===== config.mk =====
export PLATFORM = sky130hd
export DESIGN_NAME = lives_controller
export DESIGN_NICKNAME = d
export VERILOG_FILES = /design/src/rtl/lives_controller.sv
export SDC_FILE = /design/constraint.sdc
export NUM_CORES = 1
export LEC_CHECK = 0
export CAP_MARGIN = 20
export CORE_MARGIN = 8
export CORE_UTILIZATION = 59
export DETAILED_ROUTE_END_ITERATION = 12
export HOLD_SLACK_MARGIN = 0.15
export PLACE_DENSITY = 0.93
export SLEW_MARGIN = 20
export SYNTH_ARGS = -nofsm -noshare
export SYNTH_HDL_FRONTEND = slang
export SYNTH_SLANG_ARGS = --single-unit
export TNS_END_PERCENT = 100

===== constraint.sdc =====
create_clock -name clk -period 4.3 [get_ports clk]
set_input_delay 1.075 -clock clk [delete_from_list [all_inputs] [get_ports clk]]
set_output_delay 1.075 -clock clk [all_outputs]
set_load 0.01 [all_outputs]

===== src/rtl/lives_controller.sv =====
// Player life-count sequencer: damage/extra-life handling, post-hit invulnerability
// window counted in frame ticks, sprite blink during the window, and game-over.
module lives_controller #(
  parameter int unsigned START_LIVES   = 3,
  parameter int unsigned MAX_LIVES     = 3,
  parameter int unsigned INVULN_FRAMES = 120,
  parameter int unsigned BLINK_FRAMES  = 8
) (
  input  logic       clk,
  input  logic       rst,
  input  logic       start,
  input  logic       hit,
  input  logic       extra_life,
  input  logic       frame_tick,
  output logic [3:0] lives,
  output logic       invuln,
  output logic       blink,
  output logic       hit_ack,
  output logic       gameover
);

  localparam int unsigned FRAME_W = (INVULN_FRAMES > 1) ? $clog2(INVULN_FRAMES) : 1;
  localparam int unsigned BLINK_W = (BLINK_FRAMES > 1) ? $clog2(BLINK_FRAMES) : 1;
  localparam logic [FRAME_W-1:0] FRAME_LAST = FRAME_W'(INVULN_FRAMES - 1);
  localparam logic [BLINK_W-1:0] BLINK_LAST = BLINK_W'(BLINK_FRAMES - 1);
  localparam logic [3:0] LIVES_START = 4'(START_LIVES);
  localparam logic [3:0] LIVES_MAX   = 4'(MAX_LIVES);

  typedef enum logic [1:0] {
    S_IDLE   = 2'd0,
    S_PLAY   = 2'd1,
    S_INVULN = 2'd2,
    S_DEAD   = 2'd3
  } state_t;

  state_t             r_state;
  logic [3:0]         r_lives;
  logic [FRAME_W-1:0] r_frame_cnt;
  logic [BLINK_W-1:0] r_blink_cnt;
  logic               r_invuln;
  logic               r_blink;
  logic               r_hit_ack;
  logic               r_gameover;

  logic [3:0] w_lives_inc;
  logic [3:0] w_lives_dec;
  logic [3:0] w_lives_hit_xl;

  // Saturating increment/decrement; a hit paired with a pickup only costs a life at the ceiling.
  assign w_lives_inc    = (r_lives >= LIVES_MAX) ? LIVES_MAX : r_lives + 4'd1;
  assign w_lives_dec    = (r_lives == 4'd0) ? 4'd0 : r_lives - 4'd1;
  assign w_lives_hit_xl = (r_lives >= LIVES_MAX) ? w_lives_dec : r_lives;

  always_ff @(posedge clk or posedge rst) begin
    if (rst) begin
      r_state     <= S_IDLE;
      r_lives     <= 4'd0;
      r_frame_cnt <= '0;
      r_blink_cnt <= '0;
      r_invuln    <= 1'b0;
      r_blink     <= 1'b0;
      r_hit_ack   <= 1'b0;
      r_gameover  <= 1'b0;
    end else begin
      r_hit_ack <= 1'b0;
      if (start) begin
        r_state     <= S_PLAY;
        r_lives     <= LIVES_START;
        r_frame_cnt <= '0;
        r_blink_cnt <= '0;
        r_invuln    <= 1'b0;
        r_blink     <= 1'b0;
        r_gameover  <= 1'b0;
      end else begin
        case (r_state)
          S_PLAY: begin
            if (hit) begin
              r_hit_ack   <= 1'b1;
              r_frame_cnt <= '0;
              r_blink_cnt <= '0;
              r_blink     <= 1'b0;
              if (extra_life) begin
                r_lives  <= w_lives_hit_xl;
                r_state  <= S_INVULN;
                r_invuln <= 1'b1;
              end else if (w_lives_dec == 4'd0) begin
                r_lives    <= 4'd0;
                r_state    <= S_DEAD;
                r_gameover <= 1'b1;
              end else begin
                r_lives  <= w_lives_dec;
                r_state  <= S_INVULN;
                r_invuln <= 1'b1;
              end
            end else if (extra_life) begin
              r_lives <= w_lives_inc;
            end
          end
          S_INVULN: begin
            if (extra_life) begin
              r_lives <= w_lives_inc;
            end
            if (frame_tick) begin
              if (r_frame_cnt == FRAME_LAST) begin
                r_state     <= S_PLAY;
                r_invuln    <= 1'b0;
                r_blink     <= 1'b0;
                r_frame_cnt <= '0;
                r_blink_cnt <= '0;
              end else begin
                r_frame_cnt <= r_frame_cnt + FRAME_W'(1);
                if (r_blink_cnt == BLINK_LAST) begin
                  r_blink     <= ~r_blink;
                  r_blink_cnt <= '0;
                end else begin
                  r_blink_cnt <= r_blink_cnt + BLINK_W'(1);
                end
              end
            end
          end
          default: ;
        endcase
      end
    end
  end

  assign lives    = r_lives;
  assign invuln   = r_invuln;
  assign blink    = r_blink;
  assign hit_ack  = r_hit_ack;
  assign gameover = r_gameover;

endmodule

==> results.cfg, run 1 <==
[status]
outcome = complete, no violations

[place]
portBuffers = 13
dp.final_hpwl_um = 2020
dp.cells = 163
globalplace.congestion = 0.948

[sta]
setup_violations = 0
worst_pin_slew_ps = 772
min_period_ps = 2730
fin_skew_ps = 2.96
rsz0062_at_grt = false
tns_ps = 0
hold_slack_ps = 516
min_period_over_period = 0.635
hold_viol_final = 0
fmax_ghz = 0.366
maxSlewViolCount = 0
max_slew_margin = 0.485

[grt]
track_usage = 0.162
overflow = 0
antenna_found_initial = 0
grt_pass1_vias = 978
grt_pass1_wl_um = 4640
grt_start_max_net_pins = 21

[layout]
nets = 153
area_delta_synth_final_pct = 13.8
drive_gt1_frac = 0.0714
fin_cells = 167
antennaDiodeCount = 0

[yosys]
synthArstFlopShare = 1.00
syn_inst = 128
synth_edf_count = 0
synth.distinct_cells = 47
synth_area_leaders = dfrtp_1, ha_1, o21ai_0, inv_1, or3_1
yosys_register_bits = 20
yosysSeqAreaShare = 0.409
synth_area_um2 = 1220
syn_avg_cell_area_um2 = 9.55
yosysTopAreaCellShare = 0.409
ys.flop_type = dfrtp_1
synth-warning-count = 0
yosys.area.top_type = dfrtp_1
syn_nets = 140

[power_and_ir_drop]
clkPwrFrac = 0.185
ir_worst_vdd_mv = 0.336
p_int_uw = 379
powerDensity_nw_per_um2 = 436
power_frac_seq = 0.406
switching_power_uw = 227
leakagePower_nw = 0.600
switching_share = 0.375
combinationalPowerShare = 0.410

[drt]
via_per_inst = 6.29
firstDrtPassIters = 4
routed_wl_um = 2820
drc = 0
ant_nets = 0
via_count = 1050
drt_iter0_markers = 36
wl_per_cell_um = 16.9

[floorplan]
design.die.area_um2 = 3780
start_util = 0.623
ios = 14
fp.coreArea_um2 = 1960
dieHeight_um = 61.5
rows = 16
die_w_um = 61.5

[clocking]
cts.path.max_buffers = 2
cts_resized = 0
clk_pin_slew_ps = 120
clock-sinks = 20
cts_root_buf = clkbuf_4
postCtsSetupBuffers = 0
cts_tree = built
clock_latency_ps = 300
cts.htree.levels = 1
hold_buffers = 0
numCtsBuffers = 3

[critical_path]
crit_fanout = 19
r2r_start = lives[0]
arrival_ps = 2940
crit_path_end_kind = register
reg2reg_slack_ps = 2270
cp-start-kind = input pin
worstPathRequired_ps = 4510
crit_start = start
path_class = in2reg

[worst_hold_path]
hp-class = reg2reg
hp-start = gameover

[flow_run]
maxCapViolCount = 0
## flip-flops by register name, indices dropped and copies added (netlist names)
| signal | count |
|---|---|
| lives | 4 |
| blink | 1 |
| r_state | 2 |
| r_frame_cnt | 7 |
| r_blink_cnt | 3 |
| gameover | 1 |
| hit_ack | 1 |
| invuln | 1 |
## placed cells by master, fill, tap and decap left out, drive strengths merged, types with 2 or more instances in the layout
cell type	instances
a211oi	3
a21o	2
a21oi	5
a22o	2
a31oi	2
and2b	3
clkbuf	4
clkdlybuf4s50	13
dfrtp	20
ha	6
inv	9
mux2	2
nand2	7
nand3	4
nand3b	3
nor2	5
nor2b	2
nor3	6
nor3b	3
o21ai	8
o2bb2ai	3
o31ai	2
or3	5
## worst paths after layout
kind	end	depth (start not counted)
worst max-delay path	r_state[0]	5
worst min-delay path	gameover	1
worst max register to register	lives[2]	6
worst min register to register	gameover	1
max in group asynchronous	hit_ack	2
min in group asynchronous	r_frame_cnt[3]	2
## area by class of cell
type | count | area (um2)
Timing Repair Buffer | 13 | 130
Sequential cell | 20 | 500
Tap cell | 27 | 33.8
Clock buffer | 4 | 36.3
Fill cell | 161 | 571
Multi-Input combinational cell | 94 | 657
Inverter | 9 | 33.8
## worst max-delay path, cell delays in order
cell,delay (ps)
clkdlybuf4s50_1,570
inv_1,210
and3_1,520
and2b_1,350
o21a_1,210
## per-layer routing
metal | up-vias | GRT usage | share of wire
li1 | 500 | - | -
met1 | 511 | 0.217 | 0.46
met2 | 37 | 0.254 | 0.48
met3 | 2 | 0.0355 | 0.055
met4 | 0 | 0.0455 | 0.0043
met5 | - | 0 | 0
## power by group through the flow
stage / Clock (mW) / Combinational [mW] / Sequential [mW]
after floorplan: 0 / 0.166 / 0.249
after global placement: 0 / 0.238 / 0.246
after detailed placement: 0 / 0.244 / 0.248
after CTS: 0.114 / 0.246 / 0.245
after global routing: 0.120 / 0.269 / 0.250
final: 0.112 / 0.249 / 0.246
## synth_stat cells (4+ instances only)
cell     number
nand3_1       4
a21oi_1       4
nand2_1       7
ha_1          6
or3_1         5
dfrtp_1      20
nor2_1        5
nor3_1        6
inv_1         9
o21ai_0       7
## metrics by stage
| stage | power [mW] | area [um2] | worst slack (ps) | util |
|---|---|---|---|---|
| floorplan | 0.415 | 1220 | 2000 | - |
| global placement | 0.483 | 1360 | 1370 | 0.691 |
| detailed placement | 0.492 | 1360 | 1290 | 0.691 |
| CTS | 0.605 | 1390 | 1600 | 0.709 |
| global route | 0.640 | 1390 | 1450 | 0.709 |
| finish | 0.607 | 1390 | 1570 | 0.709 |
## logic make-up after synthesis
group | after synthesis | share of synthesized area
buf+inv | 14 | 0.0532
xor+xnor | 1 | 0.00717
mux | 3 | 0.0266
flops | 20 | 0.409
simple gates | 47 | 0.227
fa+ha+maj | 6 | 0.0614
compound gates | 37 | 0.215
Note: power is estimated with default switching activity, not from simulation.
==> run 2: changes to the inputs <==
--- a/config.mk
+++ b/config.mk
@@ -7,10 +7,10 @@
 export LEC_CHECK = 0
 export CAP_MARGIN = 20
 export CORE_MARGIN = 8
-export CORE_UTILIZATION = 59
+export CORE_UTILIZATION = 49
 export DETAILED_ROUTE_END_ITERATION = 12
 export HOLD_SLACK_MARGIN = 0.15
-export PLACE_DENSITY = 0.93
+export PLACE_DENSITY = 0.84
 export SLEW_MARGIN = 20
 export SYNTH_ARGS = -nofsm -noshare
 export SYNTH_HDL_FRONTEND = slang
==> constraint.sdc (replaced) <==
create_clock -name clk -period 2.2 [get_ports clk]
set_input_delay 0.55 -clock clk [delete_from_list [all_inputs] [get_ports clk]]
set_output_delay 0.55 -clock clk [all_outputs]
set_load 0.01 [all_outputs]
==> run 2 against run 1 <==
Clock skew about the same. Global-route usage decreased by 2.6 points. Wire length decreased by 3.8%. Non-clock buffer count increased by 8. First-iteration DRC count decreased by 2.8%. Register-to-register slack got worse by 2100 ps. Critical path depth unchanged. Largest cell class unchanged.
==> results.cfg, run 2 (synthesis results as in run 1) <==
[layout]
layout_commonest_cell = dfrtp_1
drive_gt1_frac = 0.128
largest_register_ff_count = 7
antennaDiodeCount = 0
area_delta_synth_final_pct = 20.8
top_register = r_frame_cnt
stdcell_area_um2 = 1480
fin_util = 0.613
nets = 161
fin_cells = 178
layout_common_cells = dfrtp_1, clkdlybuf4s50_1, inv_1

[drt]
routed.top_layer = met4
met1Wirelength_um = 1250
wl_met3_um = 118
ant_nets = 0
firstDrtPassIters = 4
wl_per_cell_um = 15.2
routed_wl_um = 2710
via_count = 1042
dr_wl_met2_um = 1290
via_per_inst = 5.85
drc = 0
drt_iter0_markers = 35

[sta]
hold_slack_ps = 510
fmax_ghz = 0.491
min_period_ps = 2040
maxSlewViolCount = 0
setup_ws_ps = 165
setup_violations = 0
max_slew_margin = 0.653
min_period_over_period = 0.925
rsz0062_at_grt = false
hold_viol_final = 0
worst_pin_slew_ps = 514
tns_ps = 0
fin_skew_ps = 3.39

[grt]
track_usage = 0.136
grt_pass1_vias = 1005
grt_pass1_wl_um = 4660
grt_start_max_net_pins = 21
antenna_found_initial = 0
overflow = 0

[status]
outcome = complete, no violations

[place]
globalplace.congestion = 1.00
portBuffers = 13
pre_cts_ws_ps = 2.45
dpl_cell_area_um2 = 1420
dp.cells = 174
dp.final_hpwl_um = 2050

[clocking]
clk_pin_slew_ps = 120
numCtsBuffers = 3
cts_tree = built
cts.htree.levels = 1
hold_buffers = 0
postCtsSetupBuffers = 0
cts.path.max_buffers = 2
clock_latency_ps = 310
clock-sinks = 20
cts_root_buf = clkbuf_4

[critical_path]
arrival_ps = 2230
cpMaxStageDelayCell = clkdlybuf4s50_1
slowest_delay_ps = 510
crit_path_end_kind = register
crit_fanout = 4
path_class = in2reg
cp_cell_sequence = clkdlybuf4s50_1 > nor4b_1 > a21boi_0 > nor3_1 > o22ai_1
cp-start-kind = input pin
worstPathRequired_ps = 2390

[floorplan]
design.die.area_um2 = 4350
dieHeight_um = 65.9
rows = 18
fp.coreArea_um2 = 2410
ios = 14
die_w_um = 65.9
start_util = 0.507

[power_and_ir_drop]
ir_worst_vdd_mv = 0.641
powerDensity_nw_per_um2 = 881
switching_power_uw = 458
clkPwrFrac = 0.236
combinationalPowerShare = 0.393
power_frac_seq = 0.371
p_int_uw = 843
switching_share = 0.352
leakagePower_nw = 0.650
fin_total_pwr_mw = 1.30

[flow_run]
maxCapViolCount = 0

[worst_hold_path]
hp-class = reg2reg
[run 2: cell types whose count changed in the layout (fill, tap and decap cells not counted)]
cell | before | now
buf_4 | 0 | 8
bufinv_16 | 0 | 1
clkbuf_8 | 1 | 0
nor3b_1 | 3 | 2
nor3b_2 | 0 | 1
[run 2: area by class of cell]
type                            count  area [um2]
Tap cell                           30        37.5
Clock buffer                        3        22.5
Inverter                            9        33.8
Timing Repair Buffer               21         190
Clock inverter                      1        30.0
Multi-Input combinational cell     94         662
Fill cell                         185         933
Sequential cell                    20         500
[run 2: per-layer routing]
| layer | global-route usage | vias to the layer above |
|---|---|---|
| li1 | - | 515 |
| met1 | 0.164 | 496 |
| met2 | 0.227 | 24 |
| met3 | 0.0339 | 7 |
| met4 | 0.0533 | 0 |
| met5 | 0 | - |
[run 2: path summary, 6_finish.rpt]
path | start | to | slack, ps | depth (start not counted)
setup / recovery | extra_life | lives[0] | 160 | 5
setup reg to reg | lives[0] | lives[0] | 170 | 5
min in group asynchronous | rst | r_frame_cnt[6] | 550 | 3
hold reg to reg | gameover | gameover | 510 | 1
max in group asynchronous | rst | r_state[0] | 1440 | 3
hold / removal | gameover | gameover | 510 | 1
[run 2: critical path, delay by kind of cell]
family | cells | cell delay (ps)
buffers and inverters | 1 | 510
and+or+nand+nor | 2 | 770
AOI/OAI and AO/OA | 2 | 400
[run 2: timing repair]
| action | CTS | global route |
|---|---|---|
| setup endpoints to repair | 0 | 1 |
| resized for setup | 0 | 1 |
| endpoints found under the hold margin | 0 | 0 |
[run 2: power groups by stage]
stage | clock network (mW) | logic, mW | registers (mW)
final | 0.307 | 0.511 | 0.482
after global routing | 0.328 | 0.561 | 0.494
after CTS | 0.310 | 0.508 | 0.480
after detailed placement | 0 | 0.498 | 0.487
after global placement | 0 | 0.480 | 0.484
after floorplan | 0 | 0.325 | 0.487
